--- config.mk ---
export PLATFORM = sky130hd
export DESIGN_NAME = mini_alu_16bit_sub_serial
export DESIGN_NICKNAME = d
export VERILOG_FILES = /design/src/rtl/mini_alu_16bit_sub_serial.sv
export SDC_FILE = /design/constraint.sdc
export NUM_CORES = 1
export LEC_CHECK = 0
export ABC_AREA = 1
export CAP_MARGIN = 20
export CORE_MARGIN = 5
export CORE_UTILIZATION = 53
export CTS_BUF_LIST = sky130_fd_sc_hd__clkbuf_8
export CTS_CLUSTER_DIAMETER = 120
export DETAILED_ROUTE_END_ITERATION = 8
export GPL_TIMING_DRIVEN = 0
export PLACE_DENSITY_LB_ADDON = 0.12
export SLEW_MARGIN = 0
export SYNTH_ARGS = -nofsm -noshare
export SYNTH_HDL_FRONTEND = slang
export SYNTH_SLANG_ARGS = --single-unit
--- constraint.sdc ---
create_clock -name clk -period 2.55 [get_ports clk]
set_input_delay 0.51 -clock clk [delete_from_list [all_inputs] [get_ports clk]]
set_output_delay 0.51 -clock clk [all_outputs]
set_load 0.005 [all_outputs]
--- src/rtl/mini_alu_16bit_sub_serial.sv ---
// Bit-serial unsigned subtractor: diff = data0 + ~data1 + 1, STEP bits per clock,
// with valid/ready handshakes on both the operand and the result side.
module mini_alu_16bit_sub_serial #(
   parameter int WIDTH = 16,
   parameter int STEP  = 1
) (
   input  logic             clk,
   input  logic             rst,
   input  logic             in_valid,
   output logic             in_ready,
   input  logic [WIDTH-1:0] data0,
   input  logic [WIDTH-1:0] data1,
   output logic             out_valid,
   input  logic             out_ready,
   output logic [WIDTH-1:0] diff,
   output logic             borrow,
   output logic             valid
);

   localparam int NCHUNK = WIDTH / STEP;
   localparam int CW     = $clog2(NCHUNK + 1) + 1;
   localparam logic [CW-1:0] CNT_LAST = CW'(NCHUNK - 1);
   localparam logic [CW-1:0] CNT_ONE  = {{(CW-1){1'b0}}, 1'b1};

   typedef enum logic [1:0] {
      IDLE = 2'd0,
      CALC = 2'd1,
      DONE = 2'd2
   } state_t;

   // One STEP-bit slice of the ripple sum; bit STEP is the carry out.
   function automatic logic [STEP:0] step_add(input logic [STEP-1:0] a,
                                              input logic [STEP-1:0] b,
                                              input logic            cin);
      step_add = {1'b0, a} + {1'b0, b} + {{STEP{1'b0}}, cin};
   endfunction

   state_t           state_r, state_s;
   logic [WIDTH-1:0] opa_r, opa_s;
   logic [WIDTH-1:0] opb_r, opb_s;
   logic             carry_r, carry_s;
   logic [CW-1:0]    cnt_r, cnt_s;
   logic [WIDTH-1:0] diff_r, diff_s;
   logic             borrow_r, borrow_s;
   logic             valid_r, valid_s;
   logic             in_ready_r, in_ready_s;
   logic             out_valid_r, out_valid_s;
   logic [STEP:0]    sum_s;
   logic [WIDTH-1:0] shift_s;

   // Next-state and next-value logic for the whole datapath.
   always_comb begin
      state_s     = state_r;
      opa_s       = opa_r;
      opb_s       = opb_r;
      carry_s     = carry_r;
      cnt_s       = cnt_r;
      diff_s      = diff_r;
      borrow_s    = borrow_r;
      valid_s     = valid_r;
      in_ready_s  = in_ready_r;
      out_valid_s = out_valid_r;
      sum_s       = step_add(opa_r[STEP-1:0], opb_r[STEP-1:0], carry_r);
      // opa doubles as the result accumulator: sum bits enter at the MSB end.
      shift_s     = (opa_r >> STEP) | (WIDTH'(sum_s[STEP-1:0]) << (WIDTH - STEP));

      case (state_r)
         IDLE: begin
            if (in_valid && in_ready_r) begin
               opa_s      = data0;
               opb_s      = ~data1;
               carry_s    = 1'b1;
               cnt_s      = {CW{1'b0}};
               in_ready_s = 1'b0;
               state_s    = CALC;
            end else begin
               in_ready_s = 1'b1;
            end
         end
         CALC: begin
            opa_s   = shift_s;
            opb_s   = opb_r >> STEP;
            carry_s = sum_s[STEP];
            cnt_s   = cnt_r + CNT_ONE;
            if (cnt_r == CNT_LAST) begin
               diff_s      = shift_s;
               borrow_s    = ~sum_s[STEP];
               valid_s     = sum_s[STEP];
               out_valid_s = 1'b1;
               state_s     = DONE;
            end else begin
               state_s = CALC;
            end
         end
         DONE: begin
            if (out_ready) begin
               out_valid_s = 1'b0;
               in_ready_s  = 1'b1;
               state_s     = IDLE;
            end else begin
               out_valid_s = 1'b1;
            end
         end
         default: begin
            state_s     = IDLE;
            in_ready_s  = 1'b1;
            out_valid_s = 1'b0;
         end
      endcase
   end

   // FSM state register.
   always_ff @(posedge clk or posedge rst) begin
      if (rst) begin
         state_r <= IDLE;
      end else begin
         state_r <= state_s;
      end
   end

   // Datapath and registered output flags.
   always_ff @(posedge clk or posedge rst) begin
      if (rst) begin
         opa_r       <= {WIDTH{1'b0}};
         opb_r       <= {WIDTH{1'b0}};
         carry_r     <= 1'b1;
         cnt_r       <= {CW{1'b0}};
         diff_r      <= {WIDTH{1'b0}};
         borrow_r    <= 1'b0;
         valid_r     <= 1'b0;
         in_ready_r  <= 1'b1;
         out_valid_r <= 1'b0;
      end else begin
         opa_r       <= opa_s;
         opb_r       <= opb_s;
         carry_r     <= carry_s;
         cnt_r       <= cnt_s;
         diff_r      <= diff_s;
         borrow_r    <= borrow_s;
         valid_r     <= valid_s;
         in_ready_r  <= in_ready_s;
         out_valid_r <= out_valid_s;
      end
   end

   assign in_ready  = in_ready_r;
   assign out_valid = out_valid_r;
   assign diff      = diff_r;
   assign borrow    = borrow_r;
   assign valid     = valid_r;

endmodule

**Word level (Yosys, flattened, before mapping)**

Index checks and enable logic that the tools add are counted.

- Bits in registers: 61
- Logic and storage cells: 50
- Output and inout bits: 20
- Input port bits: 36

- Add/subtract/negate cells: 3
- Multiplexer cells: 18
- Bitwise logic cells: 5
- Equality and inequality tests: 6
- Reduce and logical (&&, ||, !) cells: 8

Operator list:

| cell | count |
|---|---|
| case mux 16 bit (2 select lines) | 2 |
| 2-to-1 mux 16 bit | 2 |
| NOT 16 bit | 1 |
| bitwise OR 15 x 16 -> 16 bit | 1 |
| case mux 6 bit (2 select lines) | 1 |
| AND reduction 2 bit | 5 |
| adder 6 x 1 -> 6 bit, second input constant | 1 |
| equality test 6 x 4 -> 1 bit, second input constant | 1 |
| 2-to-1 mux 2 bit | 3 |
| 2-to-1 mux 6 bit | 1 |
| != test 2 bit, second input constant | 3 |
| case mux 1 bit (3 select lines) | 2 |
| case mux 2 bit (3 select lines) | 1 |
| 2-to-1 mux 1 bit | 5 |
| NOT 1 bit | 3 |
| adder 1 x 1 -> 2 bit | 1 |
| adder 2 x 1 -> 2 bit | 1 |
| equality test 2 x 1 -> 1 bit, second input constant | 1 |
| equality test 2 bit, second input constant | 1 |
| zero test 2 bit | 1 |
| case mux 1 bit (2 select lines) | 1 |
| nonzero test 2 bit | 1 |
| logical AND 1 bit | 1 |

**Longest topological paths before layout**

- Depth in word-level cells: 4
- Gate-level depth with buffers: 9
- Depth with buffers taken out: 8

**Worst setup path after synthesis**

Ideal clock, no wire load.

- Kind: reg2reg
- From: reg carry_r
- To: reg opa_r[15]
- Data required time: 2420 ps
- Period minus slack after synthesis: 1372 ps
- Slack: 1178 ps
- Stages on the path, launching flop included: 6
- Buffers on the path: 0
- Library setup time: 130 ps
- Arrival time: 1242 ps
- Cell sequence: dfstp_2 inv_1 fa_1 nand2_1 o211ai_1 o21ai_0

- Word-level cells in the longest chain between the ends: 3

RTL lines:

| item | RTL line | text |
|---|---|---|
| start: declaration | 41 | `logic carry_r, carry_s;` |
| start signal: assignment | 136 | `carry_r <= carry_s;` |
| adder 2 x 1 -> 2 bit | 35 | `step_add = {1'b0, a} + {1'b0, b} + {{STEP{1'b0}}, cin};` |
| bitwise OR 15 x 16 -> 16 bit | 65 | `shift_s = (opa_r >> STEP) \| (WIDTH'(sum_s[STEP-1:0]) << (WIDTH - STEP));` |
| case mux 16 bit (2 select lines) | 67 | `case (state_r)` |
| end signal: assignment | 124 | `opa_r <= {WIDTH{1'b0}};` |
| end signal: assignment | 134 | `opa_r <= opa_s;` |
| end: declaration | 39 | `logic [WIDTH-1:0] opa_r, opa_s;` |

Every way passes these cells.
A chain may end at the register's enable or synchronous reset.

**Worst setup path in the final report**

- From: reg in_ready_r, in the netlist in_ready
- To: out in_ready

RTL lines:

| item | RTL line | text |
|---|---|---|
| start: declaration | 46 | `logic in_ready_r, in_ready_s;` |
| start signal: assignment | 141 | `in_ready_r <= in_ready_s;` |
| end: declaration | 10 | `output logic in_ready,` |

No word-level cell between the ends.

==> results by group <==
Run status
  – Status: complete, no violations

Pwr
  – Static leakage: 0.00175 uW
  – Combinational power share: 46.2%
  – Sw frac: 37.7%
  – Pwr per Cell Area: 1230 nW/um^2
  – Total power: 4580 uW
  – Reg power frac: 35.5%
  – P_int: 2850 uW
  – Clock group share of total power: 18.3%
  – IR drop worst, VDD: 0.000875 V
  – Psw: 1720 uW

STA
  – Minimum clock period: 1910 ps
  – RSZ-0062 raised after global routing: false
  – Fin. Hold Viols: 0
  – Slew Limit Headroom: 70.7%
  – Max Clock Skew: 5.04 ps
  – F_max: 0.525 GHz
  – Final hold slack: 470 ps
  – Count of final max-slew check failures: 0
  – TNS Setup: 0 ps
  – Slew @ Worst Pin: 439 ps
  – Setup Viol. Count Final: 0
  – Final period util: 74.8%

Route
  – Initial DRC Count: 176
  – Post-DR vias/cell: 5.14
  – DRC errors left: 0
  – WL per Instance: 13.6 um
  – Via count: 2332
  – Post-DRT Antenna Nets: 0
  – Drt pass-1 iters: 4
  – Drt total wl: 6180 um

Placement
  – PortBufs: 55
  – Placed cell count: 439
  – RD Place Congestion: 0.787
  – Post-DP HPWL: 4310 um
  – Area post-placement: 3520 um^2

Synth
  – Distinct cells, synth: 23
  – Yosys warning total: 0
  – Register area share after synthesis: 53.4%
  – Adder-Cell Fraction of Synth Area: 2.45%
  – Largest family of logic cells by synthesized area: compound AO/OA/AOI/OAI gates
  – Mux cell area share after synthesis: 0%
  – XOR/XNOR Fraction of Synth Area: 0%
  – Mapped cell area: 2860 um^2
  – Syn_nets: 354
  – Seq cells post-synth: 61
  – Mapped Cells: 313
  – Simple-gate share of the synthesized area: 15.6%
  – Complex-gate fraction of the synthesized area: 19.2%
  – Synthesized area per cell: 9.14 um^2

Global route
  – Tot GR Track Use: 18.8%
  – Global-route wire length before repair: 10700 um
  – Largest net degree at the start of global routing: 44
  – Initial antenna violation count: 0
  – Grt total ovfl: 0
  – Vias in the first global route: 2324

Floorplan
  – Die X: 83.5 um
  – Die Span Y: 83.5 um
  – Initial core utilization: 55.3%
  – Top Ports: 56
  – Std cell rows: 26
  – Core area: 5170 um^2
  – Die ar.: 6970 um^2

Final layout
  – Multi-input logic area: 1060 um^2
  – Design area: 3710 um^2
  – Final Net Count: 421
  – Ant. Diodes: 0
  – Share of post-route cells with drive strength above 1: 14.1%
  – Area grow syn2layout: 29.7%
  – Reg area: 1530 um^2
  – Finished Layout Cells: 454
  – Fillcell total: 398

CTS
  – H-Tree Depth: 3
  – Clk buf depth: 2
  – CTS sink cnt: 61
  – Num CTS Buffers: 9
  – Root Driver: clkbuf_8
  – Worst skew pair latency: 330 ps
  – Cts-stage hold buffer count: 0
  – Clk slew on worst S/H paths: 60 ps
  – PostCTS Resize Cnt: 0
  – Setup Buffers After CTS: 0
  – CTS tree: done

Setup path
  – Slowest CP cell: dfstp_2
  – Crit end category: output pin
  – Crit path DAT: 1400 ps
  – CP Max Fanout: 4
  – Buffer and inverter count on the worst path: 1
  – Critical path's largest stage delay: 560 ps
  – CP Launch Type: flop
  – Critical path data required time: 2040 ps
  – CP Cell Sequence: clkdlybuf4s50_1
  – Worst path top cell family by delay: flip-flops
  – CP Class: reg -> out

Run
  – Max-cap viol count: 0

Worst hold path
  – Worst hold path type: reg -> reg
[registers in the layout, summed over array words and instances, names as in the netlist]
register	cells
borrow	1
carry_r	1
cnt_r	6
diff	16
in_ready	1
opa_r	16
opb_r	16
out_valid	1
state_r	2
valid	1
[layout by cell type (no fill, tap or decap), types with 2 or more instances in the layout]
cell type	count
nand2_1	89
dfrtp_1	59
clkdlybuf4s50_1	55
o21ai_0	32
inv_1	31
o21ai_1	21
o211ai_1	17
o21ai_2	13
clkbuf_8	11
buf_6	9
nor2_1	8
nand3_1	7
buf_2	5
a21oi_1	5
inv_2	4
ha_1	4
buf_4	3
dfstp_2	2
[worst paths after layout]
path	start	end	slack, ps	cells after the start
min in group asynchronous	rst	opa_r[3]	500	2
min reg2reg	out_valid	out_valid	470	2
max in group asynchronous	rst	carry_r	1420	3
max	in_ready	in_ready	640	1
max reg2reg	state_r[1]	opb_r[7]	990	8
min	out_valid	out_valid	470	2
[per-layer routing]
layer	vias up	GRT usage, %	share of wire, %
met5	-	0	0
met1	1100	25.0	45
met2	62	30.3	47
li1	1156	-	-
met3	14	4.24	5.4
met4	0	7.02	2.0
[per-stage QoR]
step | utilization, % | setup slack (ps)
after floorplan | - | 530
after global placement | 67.7 | -564
after detailed placement | 68.0 | 732
after CTS | 71.8 | 627
after global routing | 71.8 | 608
final | 71.8 | 644
[power by group through the flow]
stage / Combinational [uW] / Clock [uW] / Sequential [uW]
final: 2120 / 836 / 1620
after global routing: 2410 / 901 / 1680
after CTS: 2130 / 850 / 1620
after detailed placement: 2120 / 0 / 1630
after global placement: 2040 / 0 / 1620
after floorplan: 1450 / 0 / 1610
[cell families after synthesis]
family | count (synthesis)
AOI/OAI and AO/OA | 90
adders and majority gates | 5
and+or+nand+nor | 108
DFF | 61
buffers and inverters | 49
[cell usage after synthesis (all sizes together)]
library cell / count / area share [%]
nand3: 8 / 1.8
o21ai: 66 / 13
a22oi: 1 / 0.26
nor2: 9 / 1.4
a21oi: 6 / 1.2
nand2: 91 / 12
inv: 32 / 4.2
buf: 17 / 5.2
ha: 4 / 1.7
dfrtp: 59 / 52
fa: 1 / 0.70
o211ai: 17 / 4.5
dfstp: 2 / 1.8
[area by class of cell]
type / instances / share of cell area (%)
inverters: 32 / 3.24
multi-input cells: 203 / 28.6
flip-flops and latches: 61 / 41.2
clock buffers: 11 / 4.08
plain buffers: 17 / 4.01
well taps: 70 / 2.36
repair buffers: 56 / 15.4
clock inverters: 4 / 1.11
[worst register-to-register path, delay by kind of cell, from the launching register on]
kind / cells / cell delay [ps]
simple gates: 3 / 330
flops: 1 / 400
fa+ha+maj: 1 / 320
compound gates: 1 / 60
buf+inv: 3 / 340
Note: power is estimated with default switching activity, not from simulation.
